### config.mk
export PLATFORM = sky130hd
export DESIGN_NAME = vote_ballot_collector
export DESIGN_NICKNAME = d
export VERILOG_FILES = /design/src/rtl/vote_ballot_collector.sv
export SDC_FILE = /design/constraint.sdc
export NUM_CORES = 1
export LEC_CHECK = 0
export ABC_AREA = 1
export CAP_MARGIN = 20
export CORE_MARGIN = 2
export CORE_UTILIZATION = 35
export DETAILED_ROUTE_END_ITERATION = 7
export PLACE_DENSITY_LB_ADDON = 0.12
export SETUP_SLACK_MARGIN = 0.5
export SLEW_MARGIN = 20
export SYNTH_ARGS = -nofsm -noshare
export SYNTH_HDL_FRONTEND = slang
export SYNTH_SLANG_ARGS = --single-unit
### constraint.sdc
create_clock -name clk -period 1.75 [get_ports clk]
set_clock_uncertainty 0.05 [all_clocks]
set_input_delay 0.525 -clock clk [delete_from_list [all_inputs] [get_ports clk]]
set_output_delay 0.525 -clock clk [all_outputs]
set_load 0.01 [all_outputs]
### src/rtl/vote_ballot_collector.sv
// Sequential ballot collector feeding the 16-input voting core: gathers one vote
// per voter over valid/ready, closes on full turnout or close, and holds the ballot until accepted.
module vote_ballot_collector #(
    parameter int NUM_VOTERS = 15,
    parameter int ID_W       = 4,
    parameter int QUORUM     = 8
) (
    input  logic                  clk,
    input  logic                  rst_n,
    input  logic                  vote_valid,
    output logic                  vote_ready,
    input  logic [ID_W-1:0]       vote_id,
    input  logic                  vote_value,
    input  logic                  close,
    output logic                  ballot_valid,
    input  logic                  ballot_ready,
    output logic [NUM_VOTERS:0]   ballot_vec,
    output logic [ID_W-1:0]       votes_cast,
    output logic                  dup_err,
    output logic                  bad_id_err
);

    typedef enum logic {S_COLLECT, S_PRESENT} state_e;

    state_e                state_q, state_d;
    logic [NUM_VOTERS:0]   vec_q, vec_d;
    // Bit 0 of the mask is never set; it keeps indexing aligned with voter IDs.
    logic [NUM_VOTERS:0]   mask_q, mask_d;
    logic [ID_W-1:0]       cnt_q, cnt_d;
    logic                  dup_q, dup_d;
    logic                  bad_q, bad_d;
    logic                  id_ok;

    assign id_ok = (vote_id != '0) && (vote_id <= ID_W'(NUM_VOTERS));

    always_ff @(posedge clk or negedge rst_n) begin
        if (!rst_n) begin
            state_q <= S_COLLECT;
            vec_q   <= '0;
            mask_q  <= '0;
            cnt_q   <= '0;
            dup_q   <= 1'b0;
            bad_q   <= 1'b0;
        end else begin
            state_q <= state_d;
            vec_q   <= vec_d;
            mask_q  <= mask_d;
            cnt_q   <= cnt_d;
            dup_q   <= dup_d;
            bad_q   <= bad_d;
        end
    end

    always_comb begin
        state_d = state_q;
        vec_d   = vec_q;
        mask_d  = mask_q;
        cnt_d   = cnt_q;
        dup_d   = 1'b0;
        bad_d   = 1'b0;
        case (state_q)
            S_COLLECT: begin
                if (vote_valid && vote_ready) begin
                    if (!id_ok) begin
                        bad_d = 1'b1;
                    end else if (mask_q[vote_id]) begin
                        dup_d = 1'b1;
                    end else begin
                        vec_d[vote_id]  = vote_value;
                        mask_d[vote_id] = 1'b1;
                        cnt_d           = cnt_q + 1'b1;
                    end
                end
                // Closure sees the count including this cycle's vote.
                if (cnt_d == ID_W'(NUM_VOTERS) || close) begin
                    vec_d[0] = (cnt_d >= ID_W'(QUORUM));
                    state_d  = S_PRESENT;
                end
            end
            S_PRESENT: begin
                if (ballot_valid && ballot_ready) begin
                    vec_d   = '0;
                    mask_d  = '0;
                    cnt_d   = '0;
                    state_d = S_COLLECT;
                end
            end
            default: state_d = S_COLLECT;
        endcase
    end

    always_comb begin
        vote_ready   = (state_q == S_COLLECT);
        ballot_valid = (state_q == S_PRESENT);
    end

    assign ballot_vec = vec_q;
    assign votes_cast = cnt_q;
    assign dup_err    = dup_q;
    assign bad_id_err = bad_q;

endmodule

==> flow_summary_export.csv, run 1 <==
group,metric,value,unit
status,outcome,"complete, but fails checks",
status,failed_checks,"setup timing",
timing,slew_violations,0,
job,max-cap-violations,0,
power,ir_drop,0.544,mV
cts,cts_buffers,5,
routing,route.met2.wl,2600,µm
timing,setup_violations,32,
setup_path,ff2ff_setup_slack,-0.10,ns
setup_path,critPathTopFamily,"simple AND/OR/NAND/NOR gates",
cts,clockBufferDepth,2,
placement,io_buffers,33,
finish,post-route-util,0.600,
floorplanning,row_count,26,
timing,setup_slack,-0.150,ns
floorplanning,core,5140,µm²
setup_path,worstSetupPathType,"in2reg",
placement,place_hpwl,3480,µm
routing,post_drt_via_cell_ratio,4.61,
placement,globalplace.congestion,0.815,
finish,antenna-diode-count,0,
global_route,grt-ovfl-total,0,
routing,vias,1803,
finish,postLayoutCellArea,3080,µm²
setup_path,worst_ep_arrival_time,2.03,ns
floorplanning,ioPinCount,34,
routing,drcViolationCount,0,
routing,met1_length,2330,µm
global_route,grt_pass1_wl,8640,µm
finish,area_growth,64.5,%
routing,drt_iter0_drc,47,
setup_path,cp_slowest_stage_delay,0.20,ns
timing,rsz0062_at_grt,"yes",
timing,worstMarginPinSlew,0.408,ns
cts,clkTransAtPathRegs,0.08,ns
synth,ys_types,26,
routing,wl_per_cell,13.3,µm
global_route,grt_max_degree,24,
routing,antenna_left,0,
routing,wl_met3,173,µm
setup_path,worstPathRequired,1.88,ns
setup_path,path_cells,"buf_8, buf_8, nand2_2, o21ai_2, nand2_1, nand2_1, nand2_1, nand2_2, nor2_4, nand2_4, nand2_4, inv_6, buf_4, nor2_4, nand2_2, nand3_2, o21ai_2",
cts,cts_sinks,39,
setup_path,worst_setup_path_end_kind,"flop",
timing,min_period_over_period,1.09,
synth,syn_area,1870,µm²
synth,syn_nets,239,
timing,max_freq,526,MHz
power,powerDensity,801,nW/µm²
cts,cts_tree,"yes",
global_route,grt_antenna_before_repair,0,
hold_path,hold_class,"in2async",
timing,hold_ws,0.102,ns
synth,netlist_instances,228,
setup_path,crit_buf_inv,4,
floorplanning,die_y,77.2,µm
finish,drive_gt1_frac,0.533,
setup_path,startpoint_type,"input port",
cts,clock-root-buffer,"clkbuf_8",
routing,drtPass1Iterations,4,
timing,max_slew_margin,0.728,
power,p_leak,1.53,nW
placement,placed_cell_area,2500,µm²
floorplanning,die_area,5960,µm²
floorplanning,start_util,0.365,
setup_path,cp_max_fo,6,
cts,clk_latency,0.29,ns
placement,pre_cts_slack,-0.844,ns
routing,wl,5190,µm
synth,ys_seq_area_frac,0.521,
timing,hold_viol_final,0,
synth,synth_area_per_cell,8.22,µm²
global_route,grt_pass1_vias,1843,
timing,period_minus_slack,1.90,ns
synth,yosysWarningCount,0,
timing,setup-tns-final,-2.65,ns
finish,nNetsFinal,331,
floorplanning,die_width,77.2,µm
cts,htreeDepth,2,
global_route,grt_use_total,0.183,
routing,top_layer,"met4",
synth,synth_seq_cells,39,
setup_path,slowest_stage,"nor2_4",
[cell type report]
cell class | instances | area (µm²)
fillers | 510 | 2060
multi-input cells | 153 | 1010
flip-flops and latches | 39 | 976
repair buffers | 90 | 790
inverters | 31 | 133
well taps | 70 | 87.6
clock buffers | 6 | 72.6
clock inverters | 2 | 12.5
[flip-flops by register name, indices dropped and copies added, names as in the netlist]
register / flops
ballot_vec: 16
ballot_valid: 1
mask_q: 16
votes_cast: 4
dup_err: 1
bad_id_err: 1
[repair_timing]
action | CTS | global route
hold buffers | 0 | 0
buffers inserted | 19 | 10
endpoints found under the setup margin | 63 | 62
pin swaps | 23 | 19
endpoints found under the hold margin | 0 | 0
cloned | 1 | 0
resized for setup | 172 | 38
[cells in the mapped netlist]
cell	count	area, µm²
a21oi_1	15	75.1
buf_1	1	3.75
buf_4	1	7.51
clkbuf_1	2	7.51
clkbuf_8	1	13.8
clkinv_1	1	3.75
dfrtp_1	39	976
ha_1	1	12.5
inv_1	28	105
inv_2	1	3.75
inv_4	1	6.26
nand2_1	70	263
nand2_2	2	12.5
nand2_4	2	22.5
nand3_1	24	120
nand3b_1	1	7.51
nand4_1	3	18.8
nor2_1	8	30.0
nor2_4	3	33.8
nor3_1	2	10.0
nor3_4	2	32.5
o21ai_0	7	35.0
o21ai_1	8	40.0
o21ai_2	1	8.76
o22ai_1	3	18.8
or2_2	1	6.26
[report_power, final]
group,switching [mW],leakage [nW],internal (mW),total (mW)
clock network,0.322,0.0412,0.279,0.601
registers,0.0548,0.534,0.982,1.04
logic,0.415,0.952,0.418,0.833
total,0.792,1.53,1.68,2.47
[through the flow]
stage	total power, mW	instances
after global placement	1.66	353
after floorplan	1.34	228
after global routing	2.60	391
final	2.47	391
after CTS	2.40	381
after detailed placement	1.66	353
[routing by layer]
metal,global-route usage,vias to the layer above
met1,0.237,850
met4,0.0536,0
met5,0,-
met2,0.307,25
li1,-,920
met3,0.0400,8
[final timing paths]
kind	startpoint	endpoint	depth (start not counted)
min in group clk	ballot_vec[15]	ballot_vec[15]	2
hold reg to reg	ballot_vec[15]	ballot_vec[15]	2
setup reg to reg	mask_q[14]	ballot_vec[7]	15
max in group asynchronous	rst_n	ballot_vec[7]	2
setup / recovery	vote_id[0]	ballot_vec[7]	17
hold / removal	rst_n	votes_cast[2]	1
[placed cells by master, fill, tap and decap left out, types with 2 or more instances in the layout]
cell,n
nor2_1,6
o21ai_2,7
buf_6,15
clkbuf_8,5
nand4_1,3
clkdlybuf4s50_1,3
nand2_1,48
buf_12,4
o21ai_1,8
nand3_4,3
buf_4,43
o22ai_1,2
nand3_1,6
inv_1,26
clkinv_2,2
a21oi_1,2
buf_8,2
nor2_4,3
nand3_2,15
nand2_4,4
nand2_2,22
dfrtp_1,39
buf_2,19
a21oi_2,13
nor2_2,2
nor3_4,2
[worst register-to-register path: cells and delay by family, from the launching register on]
family,cells,cell delay [ns]
AO/OA/AOI/OAI,1,0.05
flip-flops,1,0.40
buffers and inverters,2,0.18
AND/OR/NAND/NOR,12,1.08
[cells by family (layout without fill, tap and decap cells)]
family,Yosys count,after routing,share of synthesized area
compound gates,34,34,0.0948
flops,39,39,0.521
simple gates,118,118,0.297
buf+inv,36,129,0.0808
fa+ha+maj,1,1,0.00667
No activity file was read; power rests on OpenSTA's default activity.
==> inputs of run 2 (changes only) <==
--- a/config.mk
+++ b/config.mk
@@ -7,12 +7,13 @@
 export LEC_CHECK = 0
 export ABC_AREA = 1
 export CAP_MARGIN = 20
+export CORE_ASPECT_RATIO = 0.9
 export CORE_MARGIN = 2
 export CORE_UTILIZATION = 35
 export DETAILED_ROUTE_END_ITERATION = 7
 export PLACE_DENSITY_LB_ADDON = 0.12
 export SETUP_SLACK_MARGIN = 0.5
-export SLEW_MARGIN = 20
+export SLEW_MARGIN = 30
 export SYNTH_ARGS = -nofsm -noshare
 export SYNTH_HDL_FRONTEND = slang
 export SYNTH_SLANG_ARGS = --single-unit
==> flow_summary_export.csv, run 2 (synthesized netlist as in run 1, its figures left out) <==
group,metric,value,unit
setup_path,worstSetupPathType,"in2reg",
global_route,grt_pass1_vias,1727,
routing,wl_per_cell,13.7,µm
timing,hold_ws,0.137,ns
timing,setup-tns-final,-2.89,ns
routing,drcViolationCount,0,
floorplanning,ioPinCount,34,
routing,vias,1840,
cts,clk_latency,0.30,ns
finish,drive_gt1_frac,0.545,
power,ir_drop,0.477,mV
floorplanning,die_y,73.4,µm
timing,max_freq,512,MHz
power,powerDensity,851,nW/µm²
placement,io_buffers,33,
timing,setup_slack,-0.203,ns
setup_path,cp_max_fo,6,
floorplanning,core,5220,µm²
global_route,grt_max_degree,40,
floorplanning,row_count,25,
timing,worstMarginPinSlew,0.291,ns
routing,antenna_left,0,
timing,rsz0062_at_grt,"yes",
cts,clkTransAtPathRegs,0.08,ns
routing,drtPass1Iterations,4,
placement,placed_cell_area,2500,µm²
cts,cts_buffers,5,
setup_path,worstPathRequired,1.92,ns
global_route,grt_pass1_wl,8380,µm
global_route,grt_antenna_before_repair,0,
cts,clock-root-buffer,"clkbuf_8",
routing,wl,5380,µm
finish,area_growth,68.9,%
timing,max_slew_margin,0.806,
cts,cts_sinks,39,
routing,post_drt_via_cell_ratio,4.69,
setup_path,worst_ep_arrival_time,2.12,ns
setup_path,worst_setup_path_end_kind,"flop",
finish,n_fill_cell,450,
finish,post-route-util,0.606,
power,p_leak,1.57,nW
hold_path,hold_class,"in2async",
placement,place_hpwl,3410,µm
finish,antenna-diode-count,0,
global_route,grt_use_total,0.188,
cts,cts_hold_buf,0,
floorplanning,die_width,81.1,µm
cts,clockBufferDepth,2,
timing,min_period_over_period,1.12,
setup_path,startpoint_type,"input port",
timing,slew_violations,0,
cts,cts_tree,"yes",
cts,htreeDepth,2,
timing,period_minus_slack,1.95,ns
routing,drt_iter0_drc,70,
finish,mostFrequentLayoutCells,"45 x nand2_1, 42 x buf_4, 39 x dfrtp_1",
job,max-cap-violations,0,
placement,globalplace.congestion,0.852,
placement,pre_cts_slack,-0.839,ns
status,failed_checks,"setup timing",
status,outcome,"complete, but fails checks",
finish,postLayoutCellArea,3170,µm²
timing,hold_viol_final,0,
global_route,grt-ovfl-total,0,
finish,nNetsFinal,335,
timing,setup_violations,30,
floorplanning,die_area,5960,µm²
floorplanning,start_util,0.359,
finish,final_common_cell,"nand2_1",
run 2: cell types whose count changed in the layout (fill, tap and decap cells not counted), moves of 3 or more:
cell | before | now
buf_2 | 19 | 23
nand2_1 | 48 | 45
nand2_2 | 22 | 26
o21ai_1 | 8 | 15
o21ai_2 | 7 | 1
run 2: critical path, cell delays in order:
cell and delay (ns):
buf_8 0.10, buf_6 0.13, nand2_2 0.06, o21ai_2 0.05, nand2_1 0.05, nand2_1 0.06
nand2_1 0.08, nand2_2 0.08, nor2_4 0.16, nand2_4 0.08, nand2_4 0.09, inv_6 0.04
buf_4 0.13, nor2_4 0.18, nand2_2 0.12, o21ai_1 0.19
run 2: worst paths after layout:
kind | start | to | slack [ns] | cells past startpoint
min reg2reg | ballot_vec[1] | ballot_vec[1] | 0.47 | 2
max in group asynchronous | rst_n | ballot_vec[0] | 1.31 | 2
min in group clk | ballot_vec[1] | ballot_vec[1] | 0.47 | 2
min | rst_n | ballot_vec[10] | 0.14 | 2
max reg2reg | mask_q[8] | ballot_vec[7] | -0.16 | 14
max | vote_id[0] | ballot_vec[7] | -0.20 | 16
run 2: power by group:
group          switching (mW)  internal [mW]
logic                   0.440          0.439
clock network           0.322          0.461
registers              0.0494          0.982
run 2: through the flow:
step	total power, mW	cells
2_1_floorplan	1.34	228
3_3_place_gp	1.66	350
3_5_place_dp	1.67	350
4_1_cts	2.59	374
5_1_grt	2.84	392
6_report	2.69	392
run 2: metal layers:
layer  routed length, µm  global-route usage  vias up
met5                   0                   0        -
met4                  93              0.0640        0
met3                 171              0.0455       10
met2                2510               0.281       28
met1                2600               0.268      876
li1                    -                   -      926
run 2: final cells by class:
| type | count | area, µm² | area share |
|---|---|---|---|
| Clock inverter | 2 | 35.0 | 0.0111 |
| Inverter | 31 | 138 | 0.0435 |
| Clock buffer | 6 | 82.6 | 0.0261 |
| Timing Repair Buffer | 94 | 837 | 0.264 |
| Sequential cell | 39 | 976 | 0.308 |
| Multi-Input combinational cell | 153 | 1010 | 0.320 |
| Tap cell | 67 | 83.8 | 0.0265 |
run 2: repair_timing:
item | in CTS | in global routing
gates cloned | 1 | 1
resized for setup | 170 | 42
buffers inserted | 15 | 17
pin swaps | 25 | 26
endpoints found under the setup margin | 63 | 62
